File: src/rtl/serial_magnitude_comparator.sv
// Bit-serial unsigned magnitude comparator.
// Consumes A/B one bit pair per transfer, MSB first, and reports gt/eq/lt
// with a one-cycle done pulse. The first differing bit pair decides the result.
module serial_magnitude_comparator #(
    parameter int WIDTH = 4
) (
    input  logic clk,
    input  logic rst_n,
    input  logic start,
    input  logic bit_valid,
    input  logic a_bit,
    input  logic b_bit,
    output logic bit_ready,
    output logic busy,
    output logic done,
    output logic gt,
    output logic eq,
    output logic lt
);

    localparam int CW = $clog2(WIDTH + 1);

    localparam logic [1:0] S_IDLE  = 2'd0;
    localparam logic [1:0] S_SHIFT = 2'd1;
    localparam logic [1:0] S_DONE  = 2'd2;

    logic [1:0]    state;
    logic [CW-1:0] cnt;
    logic          r_gt, r_lt;
    logic          xfer, last;
    logic          nxt_gt, nxt_lt;

    assign xfer = (state == S_SHIFT) && bit_valid;
    assign last = xfer && (cnt == CW'(1));

    // Running decision: only the first differing bit pair may set a flag.
    always_comb begin
        nxt_gt = r_gt;
        nxt_lt = r_lt;
        if (!r_gt && !r_lt) begin
            nxt_gt = a_bit & ~b_bit;
            nxt_lt = ~a_bit & b_bit;
        end
    end

    // Control FSM, bit counter and decision flags.
    always_ff @(posedge clk or negedge rst_n) begin
        if (!rst_n) begin
            state <= S_IDLE;
            cnt   <= '0;
            r_gt  <= 1'b0;
            r_lt  <= 1'b0;
        end else begin
            case (state)
                S_IDLE: begin
                    if (start) begin
                        state <= S_SHIFT;
                        cnt   <= CW'(WIDTH);
                        r_gt  <= 1'b0;
                        r_lt  <= 1'b0;
                    end
                end
                S_SHIFT: begin
                    if (xfer) begin
                        r_gt <= nxt_gt;
                        r_lt <= nxt_lt;
                        cnt  <= cnt - CW'(1);
                        if (last) state <= S_DONE;
                    end
                end
                S_DONE:  state <= S_IDLE;
                default: state <= S_IDLE;
            endcase
        end
    end

    // Result registers load on the final transfer so they change together with done.
    always_ff @(posedge clk or negedge rst_n) begin
        if (!rst_n) begin
            gt <= 1'b0;
            eq <= 1'b0;
            lt <= 1'b0;
        end else if (last) begin
            gt <= nxt_gt;
            lt <= nxt_lt;
            eq <= ~nxt_gt & ~nxt_lt;
        end
    end

    assign bit_ready = (state == S_SHIFT);
    assign busy      = (state == S_SHIFT) || (state == S_DONE);
    assign done      = (state == S_DONE);

endmodule

File: config.mk
export PLATFORM = sky130hd
export DESIGN_NAME = serial_magnitude_comparator
export DESIGN_NICKNAME = d
export VERILOG_FILES = /design/src/rtl/serial_magnitude_comparator.sv
export SDC_FILE = /design/constraint.sdc
export NUM_CORES = 1
export LEC_CHECK = 0
export CAP_MARGIN = 10
export CORE_MARGIN = 2
export CORE_UTILIZATION = 40
export CTS_BUF_LIST = sky130_fd_sc_hd__clkbuf_8
export CTS_CLUSTER_SIZE = 12
export DETAILED_ROUTE_END_ITERATION = 8
export GPL_TIMING_DRIVEN = 0
export PLACE_DENSITY = 0.61
export SLEW_MARGIN = 25
export SYNTH_ARGS = -nofsm -noshare
export SYNTH_HDL_FRONTEND = slang
export SYNTH_SLANG_ARGS = --single-unit
File: constraint.sdc
create_clock -name clk -period 2.15 [get_ports clk]
set_input_delay 0.645 -clock clk [delete_from_list [all_inputs] [get_ports clk]]
set_output_delay 0.645 -clock clk [all_outputs]
set_load 0.01 [all_outputs]
==> metrics.md, run 1 <==
| Metric | Value |
|---|---|
| First-pass GRT wire length | 2070 um |
| Number of routed nets with antenna violations | 0 |
| CP endpoint kind | output pin |
| Avg WL per Cell | 13.0 um |
| Initial drt markers | 9 |
| GP Congestion | between 0.7 and 0.8 |
| GRT Util Overall | roughly 15% |
| Mux contribution to synthesized area | under 10% |
| Leak Pwr | ~0.44 nW |
| Max Clk Rate | 489 MHz |
| Post-synthesis cell area | 678 sq um |
| Antenna Cells | 0 |
| Main combinational cell family by area after synthesis | simple AND/OR/NAND/NOR gates |
| RSZ-0062 raised after global routing | false |
| # rows | 14 |
| Initial antenna violation count | 0 |
| CTS root buf | clkbuf_8 |
| Hold_ws | 480 ps |
| Via count | 510 |
| Vias in the first global route | roughly 490 |
| Pins Over Slew Limit | 0 |
| Total number of H-tree levels | 1 |
| Syn Area/Cell | 10.9 sq um |
| Register area | ~250 sq um |
| Maximum fanout along the worst path | 3 |
| Final hold violations | 0 |
| Setup crit end | done |
| Max Cap Viol | 0 |
| Layout Cell Area excl Fill | 883 sq um |
| Post-place instance area | approximately 800 sq um |
| Detailed Place HPWL | 928 um |
| P_sw | 0.406 mW |
| Xor/xnor share of the synthesized area | roughly 1.3% |
| R2r startpoint | state[0] |
| Final Power | around 1.2 mW |
| Post-Syn Nets | 75 |
| Starting Density | 44.0% |
| Share of cells above drive strength 1 | roughly a fifth |
| Max clock buf depth | 2 |
| Worst-margin pin slew | ~450 ps |
| Compound-Gate Fraction of Synth Area | 18.8% |
| GRT Residual Overflow | 0 |
| Reg2Reg Setup Slack | 640 ps |
| DIE WIDTH | around 45 um |
| Clk Latency, worst-skew pair | around 230 ps |
| Yosys warns | 0 |
| Status | finished clean |
| Flop pwr share | 27.5% |
| Post-Route WL | 1230 um |
| Fillers | about 150 |
| PD cells | around 1300 nW/um^2 |
| Cell variety after synth | 28 |
| IO Pins | 12 |
| Internal power of the cells | around 0.75 mW |
| Synth Instances | a little over 60 |
| Final Non-Filler Cells | 95 |
| CTS tree | built |
| Core Footprint | between 1500 and 2000 sq um |
| Vias per Instance | roughly 5.4 |
| Part of the power in combinational logic | between 50% and 60% |
| Placed Cells | 89 |
| Reg2reg end | state[1] |
| Drt first pass iters | 4 |
| Multi-input combinational cell area | between 300 and 400 sq um |
| Adder-cell share of the synthesized area | between 10% and 20% |
| Post-route DRC | 0 |
| Setup Skew | 2.04 ps |
| Post-synthesis sequential area ratio | between 30 and 40% |
| CTS buffer count | 3 |
| IR drop worst, VDD | around 0.63 mV |
| Worst Path Arrival | roughly 1400 ps |
| Clk pwr share | about 20% |
| Synth Register Bits | 10 |
| Final worst-path cycle share | a little over nine tenths |
| Required @ worst endpoint | roughly 1500 ps |
| Fin nets | between 90 and 100 |
| Sw frac | about a third |
| Worst Setup Start Kind | flop |
| Crit. Startpoint | state[0] |
| P&R area growth vs syn | 30.3% |
| Crit path kind | flop to output pin |
| Sink Count | 10 |
| Port bufs | 11 |
| Die area | 2040 sq um |
| Hold path startpoint | lt |
| Post-route minimum period | about 2000 ps |
| Clock slew at the register clock pins of the worst setup and hold paths | roughly 50 ps |
| R2R depth | 5 |
| Setup TNS | 0 ps |
| Die Ht | ~45 um |
| Slew headroom | 69.9% |
| Largest net degree at the start of global routing | 11 |
| Final setup violation count | 0 |
| Worst Hold Class | flop to flop |
| Post-synthesis simple-gate area fraction | about a fifth |
==> power by group through the flow <==
stage	registers (mW)	clock network [mW]	logic, mW
floorplan	0.323	0	0.405
global placement	0.323	0	0.583
detailed placement	0.327	0	0.596
CTS	0.318	0.236	0.628
global route	0.325	0.244	0.673
finish	0.318	0.230	0.611
==> synth_stat cells, drive strengths merged <==
master  count  area (sq um)
nand4       1          6.26
ha          7          87.6
a21oi       4          31.3
inv         4          15.0
o41ai       1          16.3
dfrtp      10           250
buf         2          18.8
a31oi       2          12.5
and4        1          8.76
nor3b       2          15.0
nand2       4          15.0
o21a        1          7.51
o221a       1          11.3
xor2        1          8.76
and2b       1          7.51
a22o        2          17.5
o22ai       1          6.26
nand2b      3          21.3
mux2        2          30.0
or2b        1          7.51
nor2        4          15.0
o21ai       5          25.0
nand3b      1          20.0
nand4b      1          23.8
==> worst min path at each step <==
stage / cells after the start / to / slack, ps
final: 2 / lt / 480
after global routing: 2 / eq / 520
after CTS: 2 / lt / 490
after detailed placement: 2 / lt / 470
after global placement: 2 / lt / 470
after floorplan: 0 / cnt[0] / 350
==> final cells by class <==
class	count	area share, %
plain buffers	2	2.12
clock buffers	4	6.23
inverters	4	1.70
multi-input cells	46	44.6
flip-flops and latches	10	28.3
well taps	16	2.27
repair buffers	13	14.7
==> per-stage QoR <==
stage / utilization [%] / setup slack [ps]
after floorplan: - / 705
after global routing: 57.3 / 35.9
after CTS: 57.0 / 21.2
after global placement: 52.4 / 162
after detailed placement: 52.4 / 146
final: 57.3 / 107
==> logic make-up after synthesis <==
kind of cell / after synthesis
buffers and inverters: 6
AND/OR/NAND/NOR: 19
adder cells (fa/ha/maj): 7
AO/OA/AOI/OAI: 17
XOR/XNOR: 1
multiplexers: 2
flip-flops: 10
==> layer usage <==
| metal | GRT usage, % | part of all wire, % | up-vias |
|---|---|---|---|
| met5 | 0 | 0 | - |
| met4 | 8.82 | 2.3 | 0 |
| met3 | 2.80 | 5.6 | 5 |
| met2 | 23.4 | 45 | 17 |
| met1 | 17.9 | 47 | 233 |
| li1 | - | - | 255 |
==> flip-flops by register name (all words and copies together) (netlist names) <==
| name | count |
|---|---|
| cnt | 3 |
| state | 2 |
| eq | 1 |
| gt | 1 |
| lt | 1 |
| r_gt | 1 |
| r_lt | 1 |
==> worst max-delay path, stage by stage (launching register included) <==
cell             delay, ps
dfrtp_1                390
inv_1                  110
ha_1                   150
clkdlybuf4s50_1        520
==> timing repair <==
action	4_1_cts	5_1_grt
resized for setup	0	2
setup buffers	2	0
endpoints found under the setup margin	1	2
hold buffers	0	0
==> layout by cell type, fill, tap and decap left out, types with 2 or more instances in the layout <==
cell type / count
o21ai_1: 4
mux2_4: 2
a22o_1: 2
dfrtp_1: 10
a21oi_1: 3
nor2_1: 4
nand2_1: 4
nand2b_1: 2
clkbuf_8: 4
dlymetal6s2s_1: 2
buf_4: 3
clkdlybuf4s50_1: 9
nor3b_1: 2
inv_1: 4
a31oi_1: 2
ha_1: 7
Power figures use the tool's default switching activity.
==> inputs of run 2 (changes only) <==
CELL_PAD_IN_SITES_DETAIL_PLACEMENT = 0   (was unset)
CELL_PAD_IN_SITES_GLOBAL_PLACEMENT = 1   (was unset)
PLACE_DENSITY = 0.76   (was 0.61)
==> metrics.md, run 2 (synthesized netlist as in run 1, its figures left out) <==
| Metric | Value |
|---|---|
| # rows | 14 |
| CTS root buf | clkbuf_8 |
| Clk pwr share | approximately 17% |
| Fin nets | between 90 and 100 |
| IR drop worst, VDD | about 0.67 mV |
| Worst-margin pin slew | 442 ps |
| Slew headroom | between 70% and 80% |
| Max Clk Rate | 489 MHz |
| Largest net degree at the start of global routing | 11 |
| Die area | between 2000 and 2500 sq um |
| Maximum fanout along the worst path | 3 |
| Number of routed nets with antenna violations | 0 |
| P&R area growth vs syn | 28.2% |
| Most common cell after layout, fill and taps aside | dfrtp_1 |
| Sink Count | 10 |
| Core Footprint | 1540 sq um |
| Worst Setup Start Kind | flop |
| GRT Util Overall | about 14% |
| Max clock buf depth | 2 |
| CP endpoint kind | output pin |
| Total number of H-tree levels | 1 |
| Starting Density | between 40% and 50% |
| Sw frac | 35.4% |
| Post-route minimum period | around 2000 ps |
| Antenna Cells | 0 |
| Internal power of the cells | roughly 0.72 mW |
| Vias in the first global route | 486 |
| Detailed Place HPWL | about 850 um |
| First-pass GRT wire length | approximately 2000 um |
| IO Pins | 12 |
| Final Non-Filler Cells | 94 |
| CTS buffer count | 3 |
| Clk Latency, worst-skew pair | roughly 230 ps |
| P_sw | between 0.3 and 0.4 mW |
| Most frequent cells in the layout | dfrtp_1 (10), clkdlybuf4s50_1 (9), ha_1 (7) |
| Port bufs | 11 |
| Placed Cells | 89 |
| Flop pwr share | approximately 29% |
| Final Power | 1.11 mW |
| Required @ worst endpoint | 1500 ps |
| Initial antenna violation count | 0 |
| Registers with the most flip-flops | cnt: 3 flops, state: 2 flops |
| Avg WL per Cell | 12.0 um |
| Max Cap Viol | 0 |
| Pins Over Slew Limit | 0 |
| Initial drt markers | 5 |
| Die Ht | 45.2 um |
| PD cells | ~1300 nW/um^2 |
| Final worst-path cycle share | between 90% and 100% |
| DIE WIDTH | about 45 um |
| Post-CTS Hold Fix Bufs | 0 |
| Crit path kind | flop to output pin |
| Status | finished clean |
| Part of the power in combinational logic | a little over half |
| Largest Register | cnt |
| GRT Residual Overflow | 0 |
| Vias per Instance | 5.22 |
| Final hold violations | 0 |
| Share of cells above drive strength 1 | approximately 18% |
| Worst Path Arrival | between 1000 and 1500 ps |
| Drt first pass iters | 3 |
| Worst Hold Class | flop to flop |
| CTS tree | built |
| Post-route DRC | 0 |
| RSZ-0062 raised after global routing | false |
| Post-Route WL | 1120 um |
| GP Congestion | between 0.7 and 0.8 |
| Via count | between 400 and 500 |
| Max reg flops | 3 |
| Setup TNS | 0 ps |
| Final setup violation count | 0 |
| Clock slew at the register clock pins of the worst setup and hold paths | 40 ps |
| Leak Pwr | between 0.4 and 0.5 nW |
| Setup Skew | ~0.19 ps |
## run 2: cell types whose count changed in the layout (fill, tap and decap cells not counted), sizes merged
cell / before / now
clkbuf: 4 / 3
## run 2: timing repair
| action | in CTS | in global routing |
|---|---|---|
| endpoints found under the hold margin | 0 | 0 |
| endpoints found under the setup margin | 1 | 2 |
| pin swaps | 0 | 0 |
| setup buffers | 2 | 0 |
| gates resized for setup | 0 | 2 |
## run 2: cell type report
class | count | area (sq um)
Buffer | 2 | 18.8
Inverter | 4 | 15.0
Sequential cell | 10 | 250
Clock buffer | 3 | 41.3
Multi-Input combinational cell | 46 | 394
Fill cell | 142 | 672
Tap cell | 16 | 20.0
Timing Repair Buffer | 13 | 130
## run 2: per-stage QoR
stage               worst slack (ps)  area [sq um]  hold slack, ps  utilization [%]
global placement                 163           808             462             52.4
global route                    34.1           870             506             56.4
CTS                             26.7           865             482             56.1
finish                           106           870             474             56.4
floorplan                        705           678             349                -
detailed placement               144           808             472             52.4
## run 2: per-layer routing
metal  routed length (um)  share of wire [%]  vias up  GRT usage (%)
met5                    0                  0        -              0
met4                   42                3.7        0           10.6
met3                   55                4.9        5           2.40
met2                  465                 41       14           19.4
met1                  560                 50      221           19.3
li1                     -                  -      251              -
## run 2: power groups by stage
stage                     combinational [mW]  sequential (mW)  clock (mW)
after CTS                              0.624            0.315       0.191
after detailed placement               0.586            0.324           0
after global routing                   0.677            0.326       0.202
after global placement                 0.581            0.324           0
after floorplan                        0.405            0.323           0
final                                  0.605            0.316       0.185
## run 2: worst paths after layout
kind / start / cells after the start / slack, ps / to
setup / recovery: state[0] / 3 / 110 / done
min in group asynchronous: rst_n / 1 / 730 / lt
hold / removal: eq / 2 / 470 / eq
setup reg to reg: state[0] / 5 / 640 / state[1]
hold reg to reg: eq / 2 / 470 / eq
max in group asynchronous: rst_n / 1 / 1120 / state[1]
## run 2: worst max-delay path: stages, from the launching register on
cell and delay [ps]:
dfrtp_1 390, inv_1 110, ha_1 150, clkdlybuf4s50_1 520
==> inputs of run 3 (changes only) <==
DONT_BUFFER_PORTS = 1   (was unset)
PLACE_DENSITY = 0.64   (was 0.76)
SLEW_MARGIN = 10   (was 25)
==> metrics.md, run 3 (synthesized netlist as in run 1, its figures left out) <==
| Metric | Value |
|---|---|
| P&R area growth vs syn | 9.04% |
| CP endpoint kind | output pin |
| Part of the power in combinational logic | between 40% and 50% |
| Via count | around 440 |
| Initial drt markers | 5 |
| Clk Latency, worst-skew pair | approximately 230 ps |
| Registers with the most flip-flops | cnt: 3 flops, state: 2 flops |
| Fillers | 150 |
| Crit path kind | flop to output pin |
| Maximum fanout along the worst path | 4 |
| DIE WIDTH | 45.2 um |
| Die Ht | about 45 um |
| Max Cap Viol | 0 |
| Resized cells post-CTS | 0 |
| Final Non-Filler Cells | between 80 and 90 |
| Sink Count | 10 |
| P_sw | ~0.37 mW |
| Post-CTS Hold Fix Bufs | 0 |
| Setup TNS | 0 ps |
| CTS root buf | clkbuf_8 |
| Reg2Reg Setup Slack | between 500 and 600 ps |
| IO Pins | 12 |
| GP Congestion | 0.721 |
| Die area | roughly 2000 sq um |
| Port bufs | 0 |
| GRT Util Overall | 13.1% |
| Max clock buf depth | 2 |
| Largest net degree at the start of global routing | 11 |
| CTS buffer count | 3 |
| Post-Route WL | around 1100 um |
| Worst Hold Class | input port to async pin |
| Setup Skew | 2.23 ps |
| PD cells | 1320 nW/um^2 |
| Initial antenna violation count | 0 |
| Worst-margin pin slew | around 270 ps |
| Most common cell after layout, fill and taps aside | dfrtp_1 |
| Status | finished clean |
| Starting Density | approximately 44% |
| Total number of H-tree levels | 1 |
| GRT Residual Overflow | 0 |
| First-pass GRT wire length | roughly 1900 um |
| Post-route DRC | 0 |
| Share of cells above drive strength 1 | between 15 and 20% |
| Post-route minimum period | about 1700 ps |
| Flop pwr share | roughly a third |
| Number of routed nets with antenna violations | 0 |
| Pins Over Slew Limit | 0 |
| Detailed Place HPWL | 835 um |
| Slew headroom | around 80% |
| Clk pwr share | roughly a fifth |
| Antenna Cells | 0 |
| Worst Path Arrival | about 1100 ps |
| Drt first pass iters | 3 |
| IR drop worst, VDD | around 0.42 mV |
| Max reg flops | 3 |
| Final setup violation count | 0 |
| Largest Register | cnt |
| Final Power | a little under 1 mW |
| RSZ-0062 raised after global routing | false |
| Placed Cells | 78 |
| CTS tree | built |
| Avg WL per Cell | around 13 um |
| Final hold violations | 0 |
| Final worst-path cycle share | about four fifths |
| Vias in the first global route | 420 |
| Post-CTS Setup Inserts | 0 |
| Core Footprint | between 1500 and 2000 sq um |
| Fin nets | 80 |
| Vias per Instance | 5.42 |
| Sw frac | 37.6% |
| Max Clk Rate | 585 MHz |
| Hold_ws | between 100 and 150 ps |
| # rows | 14 |
| Leak Pwr | 0.355 nW |
| Required @ worst endpoint | ~1500 ps |
| Most frequent cells in the layout | dfrtp_1 (10), ha_1 (7) |
| Clock slew at the register clock pins of the worst setup and hold paths | 40 ps |
| Worst Setup Start Kind | flop |
| Internal power of the cells | between 0.6 and 0.7 mW |
run 3: changes by cell type in the layout (fill, tap and decap cells not counted), sizes merged:
cell and change:
clkdlybuf4s50 -9, buf -2, dlymetal6s2s -2
run 3: metal layers:
layer  track usage [%]  wire (um)
met1              18.5        564
met3              3.20         52
met2              18.3        437
met4              7.06         23
met5                 0          0
run 3: worst max-delay path: stages (launching register included):
cell and delay [ps]:
dfrtp_1 400, inv_1 100, ha_1 340
run 3: final timing paths:
check / startpoint / endpoint / cells past startpoint
max: state[0] / busy / 2
min: rst_n / state[1] / 0
max reg2reg: state[0] / state[1] / 5
min reg2reg: cnt[1] / cnt[1] / 1
max in group asynchronous: rst_n / eq / 0
min in group clk: cnt[1] / cnt[1] / 1
run 3: metrics by stage:
| stage | instance area, sq um | worst slack, ps | util, % |
|---|---|---|---|
| finish | 739 | 440 | 48.0 |
| global route | 739 | 382 | 48.0 |
| CTS | 739 | 435 | 48.0 |
| detailed placement | 698 | 590 | 45.3 |
| global placement | 698 | 603 | 45.3 |
| floorplan | 678 | 705 | - |
run 3: area by class of cell:
type	count	area, sq um	area share (%)
Buffer	2	18.8	2.54
Clock buffer	3	41.3	5.58
Multi-Input combinational cell	46	394	53.3
Inverter	4	15.0	2.03
Tap cell	16	20.0	2.71
Sequential cell	10	250	33.8
run 3: power groups by stage:
stage,Combinational (mW),Sequential (mW),Clock (mW)
after floorplan,0.405,0.323,0
after global placement,0.455,0.341,0
after detailed placement,0.464,0.340,0
after CTS,0.463,0.340,0.188
after global routing,0.517,0.357,0.194
final,0.454,0.339,0.182
